$ cat config.mk
export PLATFORM = sky130hd
export DESIGN_NAME = alu_seq
export DESIGN_NICKNAME = d
export VERILOG_FILES = /design/src/rtl/alu_seq.sv
export SDC_FILE = /design/constraint.sdc
export NUM_CORES = 1
export LEC_CHECK = 0
export ABC_AREA = 1
export BUFFER_PORTS_ARGS = -buffer_cell sky130_fd_sc_hd__buf_2
export CAP_MARGIN = 5
export CORE_ASPECT_RATIO = 0.75
export CORE_MARGIN = 1
export CORE_UTILIZATION = 49
export CTS_BUF_LIST = sky130_fd_sc_hd__clkbuf_4 sky130_fd_sc_hd__clkbuf_8 sky130_fd_sc_hd__clkbuf_16
export CTS_CLUSTER_DIAMETER = 100
export DETAILED_ROUTE_END_ITERATION = 7
export PLACE_DENSITY = 0.7
export SLEW_MARGIN = 20
export SYNTH_ARGS = -nofsm -noshare
export SYNTH_HDL_FRONTEND = slang
export SYNTH_SLANG_ARGS = --single-unit
$ cat constraint.sdc
create_clock -name clk -period 2.25 [get_ports clk]
set_input_delay 0.225 -clock clk [delete_from_list [all_inputs] [get_ports clk]]
set_output_delay 0.225 -clock clk [all_outputs]
set_load 0.005 [all_outputs]
$ cat src/rtl/alu_seq.sv
// alu_seq: registered datapath ALU with a valid/ready handshake.
// Supports ADD, SUB, AND, NOT B, SHL, LSR, ASR and, when ALU_SEQ_MUL_EN is
// defined, an iterative shift-add multiplier (op 111). Without
// ALU_SEQ_MUL_EN, op 111 completes in one cycle and is flagged unsupported
// (ALU_out=0, Z=1, N=0, V=1). Only one operation is in flight at a time.
module alu_seq #(
  parameter int WIDTH   = 16,
  // Derived from WIDTH; leave at its default.
  parameter int SHAMT_W = $clog2(WIDTH)
) (
  input  logic             clk,
  input  logic             reset,
  input  logic             in_valid,
  output logic             in_ready,
  input  logic [WIDTH-1:0] val_A,
  input  logic [WIDTH-1:0] val_B,
  input  logic [2:0]       ALU_op,
  output logic             out_valid,
  input  logic             out_ready,
  output logic [WIDTH-1:0] ALU_out,
  output logic             Z,
  output logic             N,
  output logic             V
);

  localparam logic [2:0] OP_ADD = 3'b000;
  localparam logic [2:0] OP_SUB = 3'b001;
  localparam logic [2:0] OP_AND = 3'b010;
  localparam logic [2:0] OP_NOTB = 3'b011;
  localparam logic [2:0] OP_SHL = 3'b100;
  localparam logic [2:0] OP_LSR = 3'b101;
  localparam logic [2:0] OP_ASR = 3'b110;
  localparam logic [2:0] OP_MUL = 3'b111;

`ifdef ALU_SEQ_MUL_EN
  typedef enum logic [1:0] {IDLE, MUL, DONE} state_e;
`else
  typedef enum logic [0:0] {IDLE, DONE} state_e;
`endif

  state_e state;

  logic [SHAMT_W-1:0] shamt;
  logic [WIDTH-1:0]   alu_res;
  logic               alu_v;

  assign shamt = val_B[SHAMT_W-1:0];

  // Single-cycle result and overflow flag for every op, computed from the live inputs at the accept edge
  always_comb begin
    alu_res = '0;
    alu_v   = 1'b0;
    case (ALU_op)
      OP_ADD: begin
        alu_res = val_A + val_B;
        alu_v   = (val_A[WIDTH-1] == val_B[WIDTH-1]) &&
                  (alu_res[WIDTH-1] != val_A[WIDTH-1]);
      end
      OP_SUB: begin
        alu_res = val_A - val_B;
        alu_v   = (val_A[WIDTH-1] != val_B[WIDTH-1]) &&
                  (alu_res[WIDTH-1] != val_A[WIDTH-1]);
      end
      OP_AND:  alu_res = val_A & val_B;
      OP_NOTB: alu_res = ~val_B;
      OP_SHL:  alu_res = val_A << shamt;
      OP_LSR:  alu_res = val_A >> shamt;
      OP_ASR:  alu_res = $signed(val_A) >>> shamt;
      OP_MUL: begin
        alu_res = '0;
        alu_v   = 1'b1;
      end
      default: begin
        alu_res = '0;
        alu_v   = 1'b0;
      end
    endcase
  end

`ifdef ALU_SEQ_MUL_EN
  localparam logic [SHAMT_W-1:0] LAST_STEP = SHAMT_W'(WIDTH - 1);

  logic [WIDTH-1:0]   mcand;
  logic [2*WIDTH-1:0] prod;
  logic [2*WIDTH-1:0] prod_next;
  logic [WIDTH:0]     partial;
  logic [SHAMT_W-1:0] count;

  // One shift-add step: the low product bit is the current multiplier bit; add the multiplicand into the upper half, then shift right
  always_comb begin
    partial   = {1'b0, prod[2*WIDTH-1:WIDTH]} + (prod[0] ? {1'b0, mcand} : '0);
    prod_next = {partial, prod[WIDTH-1:1]};
  end
`endif

  // Control FSM with registered handshake, result and status flags
  always_ff @(posedge clk) begin
    if (reset) begin
      state     <= IDLE;
      in_ready  <= 1'b1;
      out_valid <= 1'b0;
      ALU_out   <= '0;
      Z         <= 1'b0;
      N         <= 1'b0;
      V         <= 1'b0;
`ifdef ALU_SEQ_MUL_EN
      mcand     <= '0;
      prod      <= '0;
      count     <= '0;
`endif
    end else begin
      case (state)
        IDLE: begin
          if (in_valid && in_ready) begin
            in_ready <= 1'b0;
`ifdef ALU_SEQ_MUL_EN
            if (ALU_op == OP_MUL) begin
              mcand <= val_A;
              prod  <= {{WIDTH{1'b0}}, val_B};
              count <= '0;
              state <= MUL;
            end else begin
              ALU_out   <= alu_res;
              Z         <= (alu_res == '0);
              N         <= alu_res[WIDTH-1];
              V         <= alu_v;
              out_valid <= 1'b1;
              state     <= DONE;
            end
`else
            ALU_out   <= alu_res;
            Z         <= (alu_res == '0);
            N         <= alu_res[WIDTH-1];
            V         <= alu_v;
            out_valid <= 1'b1;
            state     <= DONE;
`endif
          end
        end
`ifdef ALU_SEQ_MUL_EN
        MUL: begin
          prod  <= prod_next;
          count <= count + 1'b1;
          if (count == LAST_STEP) begin
            ALU_out   <= prod_next[WIDTH-1:0];
            Z         <= (prod_next[WIDTH-1:0] == '0);
            N         <= prod_next[WIDTH-1];
            V         <= |prod_next[2*WIDTH-1:WIDTH];
            out_valid <= 1'b1;
            state     <= DONE;
          end
        end
`endif
        DONE: begin
          if (out_ready) begin
            out_valid <= 1'b0;
            in_ready  <= 1'b1;
            state     <= IDLE;
          end
        end
        default: begin
          out_valid <= 1'b0;
          in_ready  <= 1'b1;
          state     <= IDLE;
        end
      endcase
    end
  end

endmodule

* Word-level counts from Yosys, hierarchy flattened *
Cells that the tools add are included.

storage, ports and cells
  bits in registers = 22
  bits of input ports = 39
  output and inout bits = 21
  logic and storage cells = 46

cells by class
  $add $sub $neg = 2
  equal/unequal tests = 13
  shifts and indexed selects = 3
  multiplexer cells = 11
  bitwise operators = 3
  reduce and logical (&&, ||, !) cells = 7

operators by type and width
  operator              number
  $pmux W16 S8          1
  $add A16 B16 Y16      1
  $and A16 B16 Y16      1
  $logic_not A16 Y1     1
  $not A16 Y16          1
  $shl A16 B4 Y16       1
  $shr A16 B4 Y16       1
  $sshr A16 B4 Y16      1
  $sub A16 B16 Y16      1
  $eq A3 B3 Y1 const B  4
  $eq A3 B2 Y1 const B  2
  $mux W1               6
  $pmux W1 S2           3
  $ne A2 B2 Y1 const B  2
  $reduce_and A2 Y1     2
  $eq A3 B1 Y1 const B  1
  $logic_and A1 B1 Y1   3
  $logic_not A3 Y1      1
  $ne A1 B1 Y1          3
  $pmux W1 S3           1
  $eq A1 B1 Y1          1
  $not A1 Y1            1

* Longest topological paths before layout *
  word-level depth = 4
  mapped depth = 23
  gate-level depth less buffers = 20

* Worst setup path before layout *
Ideal clock, no wire load.

  path kind = in2reg
  start = input val_B[3]
  end = register Z
  library setup time = 0.065 ns
  arrival = 2.285 ns
  required time = 2.185 ns
  slack = -0.100 ns
  stages on the path = 21
  path through = buf_2 > clkinv_1 > buf_2 > ha_1 > buf_2 > nand2_1 > nor2_1 > inv_1 > nor2_1 > nand2_1 > nand3_1 > nand2_1 > nand3_1 > nand3_1 > nor2_1 > nand2_1 > nor2_1 > nand2_1 > nor2_1 > nor2_1 > nor2_1

on the way
  longest elaborated chain between the ends = 3
  elaborated cells between the ends (all ways) = 9
  classes of those cells = add/sub (2); shift (3); mux (1); bitwise (2); reduce/logical (1)

ends and longest elaborated chain
  what                                      RTL line  source
  start: declaration                        16        input logic [WIDTH-1:0] val_B,
  $sub A16 B16 Y16 (tied with other cells)  60        alu_res = val_A - val_B;
  $pmux W16 S8 *                            53        case (ALU_op)
  $logic_not A16 Y1 *                       132       Z <= (alu_res == '0);
  end signal: assignment                    132
  end: declaration                          21        output logic Z,

Mark *: on every way between the ends. The rest lies on a longest branch, timed or not.
A chain may end at the register's enable or synchronous reset.

* Final worst setup path *
  start = input val_A[10]
  end = register V

on the way
  longest elaborated chain between the ends = 4
  elaborated cells between the ends (all ways) = 7
  classes of those cells = add/sub (2); eq/ne (2); mux (1); reduce/logical (2)

ends and longest elaborated chain
  what                                                  RTL line  source
  start: declaration                                    15        input logic [WIDTH-1:0] val_A,
  $sub A16 B16 Y16 or $add A16 B16 Y16 (tied branches)  60, 55
  $ne A1 B1 Y1 (on tied branches)                       62, 57
  $logic_and A1 B1 Y1 (on tied branches)                61, 56
  $pmux W1 S3 *                                         53
  end signal: assignment                                134       V <= alu_v;
  end: declaration                                      23        output logic V

Marks and branches as above.

==> impl_metrics.json <==
{
  "fmax_mhz": 475,
  "grt_max_degree": 27,
  "arrival_ps": 2280,
  "syn_to_final_growth_pct": 30.6,
  "maxSlewViolCount": 0,
  "ys_seq_elements": 21,
  "post_dp_cell_area_mm2": 0.00594,
  "critPathSlowestCell": "ha_1",
  "synthArstFlopShare": 0,
  "syn_area_mm2": 0.00468,
  "cts_root_buf": "clkbuf_16",
  "cts_sinks": 21,
  "p_comb_frac": 0.639,
  "final_nets": 1150,
  "yosys-top-cells-area": "nand2_1 (23%), nand3_1 (18%), dfxtp_1 (9.0%)",
  "synth.area.mux_share": 0,
  "grt_overflow": 0,
  "seq_area_frac_synth": 0.0897,
  "leakage_uw": 0.00353,
  "clk_latency_ps": 250,
  "maxCapViolCount": 0,
  "crit_path_frequent_cell": "nand2_1",
  "grt_use_total": 0.393,
  "clk_pin_slew_ps": 60,
  "synth_flop_cell": "dfxtp_1",
  "slew-limit-headroom": 0.672,
  "hold_buffers": 0,
  "grt_first_pass_wirelength_mm": 30.0,
  "cp.buffers_inverters": 3,
  "yosys.area_share.simple": 0.554,
  "netlist-cell-type-count": 39,
  "place_hpwl_mm": 16.2,
  "fin_area_mm2": 0.00612,
  "die-area_mm2": 0.00996,
  "critPathKind": "in -> reg",
  "syn_nets": 993,
  "finalSetupViolations": 0,
  "coreArea_mm2": 0.00916,
  "cp_top_family": "compound AO/OA/AOI/OAI gates",
  "first_global_vias": 5700,
  "synth_edf_count": 0,
  "cts_buffer_depth": 2,
  "worst_pin_slew_ps": 490,
  "ir_drop_mv": 0.254,
  "synth_commonest_cells": "nand2_1 (293), nand3_1 (172), inv_1 (112), nor2_1 (103), a21oi_1 (36)",
  "slowest_delay_ps": 410,
  "finalCriticalPeriod_ps": 2100,
  "clkPwrFrac": 0.170,
  "clock_skew_ps": 2.29,
  "synthAdderAreaFrac": 0.0940,
  "num-fill-cells": 933,
  "min_path_type": "in -> reg",
  "cp_max_fo": 7,
  "drc_errors": 0,
  "worstPathCellList": "buf_2 -> ha_1 -> inv_1 -> a21oi_1 -> nand2_1 -> a21oi_1 -> nand2_1 -> buf_4 -> nand2_1 -> nand4_1 -> o211ai_1 -> nand2_1 -> a21oi_1",
  "final_cells": 1205,
  "drtIter0Drc": 852,
  "viasPerCell": 5.51,
  "powerDensity_mw_per_mm2": 369,
  "synth.yosys.warnings": 0,
  "netlist.area_leader.share": 0.235,
  "post-route-util": 0.668,
  "fin_setup_tns_ps": 0,
  "cts_tree": "built",
  "synth.most_common_cell": "nand2_1",
  "seq_power_share": 0.191,
  "hold_violations": 0,
  "synth.avg_cell_area_um2": 5.09,
  "numCtsBuffers": 3,
  "antenna_found_initial": 1,
  "cp-start-kind": "input port",
  "place.gp.congestion": 1.02,
  "critPathCaptureType": "register",
  "status": "completed",
  "num_rows": 30,
  "synth_xor_xnor_area_share": 0.00374,
  "min_period_over_period": 0.935,
  "io_pins": 60,
  "wirelength_mm": 19.5,
  "yosys.area.top_type": "nand2_1",
  "synthCells": 920,
  "wl_per_cell_um": 16.2,
  "switching_share": 0.451,
  "netSwitchingPower_uw": 1020,
  "final_antenna_net_count": 0,
  "cp_data_required_time_ps": 2430,
  "fp.dieW_um": 115,
  "h-tree-depth": 1,
  "drtPass1Iterations": 6,
  "port_buffers": 59,
  "synth_compound_area_frac": 0.118,
  "vias": 6642,
  "placed_cells_incl_taps": 1198,
  "internal_power_uw": 1240,
  "die_y_um": 86.7,
  "synth_top_family_by_area": "simple AND/OR/NAND/NOR gates",
  "start_util": 0.511,
  "drive_above_1_share": 0.225
}
[cells in the final DEF (no fill, tap or decap), types with 3 or more instances in the layout]
master	Yosys	routed
dfxtp_1	21	21
nand3_1	172	167
o211ai_1	7	7
nor2_1	103	102
nand4_1	12	12
o22ai_1	6	6
a22oi_1	4	4
a21oi_1	36	35
buf_12	0	3
inv_1	112	110
ha_1	32	25
buf_2	16	59
a31oi_1	3	3
o21ai_0	32	32
nor2_2	2	3
nand2_1	293	289
nand2_2	7	11
o21ai_1	3	3
buf_4	5	125
nor3_1	7	7
nand3_2	3	8
ha_2	0	6
inv_2	9	11
clkbuf_16	0	3
o21bai_1	3	3
[through the flow]
stage | total power [uW] | setup WS [ps] | hold WS [ps]
6_report | 2260 | 146 | 211
5_1_grt | 2410 | -20.6 | 235
4_1_cts | 2180 | 94.1 | 216
3_5_place_dp | 1800 | -161 | 458
3_3_place_gp | 1790 | -113 | 458
2_1_floorplan | 1210 | 3.28 | 332
[routing by layer]
layer / vias to the layer above / part of all wire / GRT usage
met3: 40 / 0.11 / 0.0510
met2: 422 / 0.39 / 0.574
met1: 2894 / 0.46 / 0.590
met4: 0 / 0.034 / 0.118
met5: - / 0 / 0
li1: 3286 / - / -
[registers in the layout, indices dropped and copies added, names as in the netlist]
signal / flops
ALU_out: 16
V: 1
Z: 1
in_ready: 1
out_valid: 1
state: 1
[path summary, 6_finish.rpt]
check	to	slack (ps)	start	depth (start not counted)
setup reg to reg	Z$_SDFFE_PP0P_	640	in_ready$_SDFFE_PP1P_	8
hold reg to reg	in_ready$_SDFFE_PP1P_	480	in_ready$_SDFFE_PP1P_	2
hold / removal	in_ready$_SDFFE_PP1P_	210	out_ready	3
setup / recovery	V$_SDFFE_PP0P_	150	val_A[10]	13
[final cells by class]
| cell class | count | area (um^2) | area share |
|---|---|---|---|
| Tap cell | 128 | 160 | 0.0262 |
| Antenna cell | 1 | 2.50 | 0.000409 |
| Inverter | 125 | 478 | 0.0782 |
| Sequential cell | 21 | 420 | 0.0687 |
| Clock buffer | 4 | 82.6 | 0.0135 |
| Multi-Input combinational cell | 739 | 3680 | 0.601 |
| Timing Repair Buffer | 187 | 1290 | 0.212 |
[kinds of logic after synthesis]
family	after synthesis
DFF	21
adders and majority gates	34
and+or+nand+nor	605
buffers and inverters	160
AOI/OAI and AO/OA	98
xor gates and xnor gates	2
[tightest hold or removal path, stage by stage]
cell,delay [ps]
buf_2,80
a21oi_1,70
nand2_1,60
[what timing repair did]
action	CTS	global route
gates resized for setup	0	23
setup endpoints to repair	0	4
buffers inserted	0	2
endpoints found under the hold margin	0	0
[power groups by stage]
stage          clock network (uW)  logic [uW]  registers [uW]
6_report                      383        1440             431
2_1_floorplan                   0         766             441
4_1_cts                       379        1370             431
3_5_place_dp                    0        1360             438
5_1_grt                       399        1580             435
3_3_place_gp                    0        1360             437
Power figures use the tool's default switching activity.
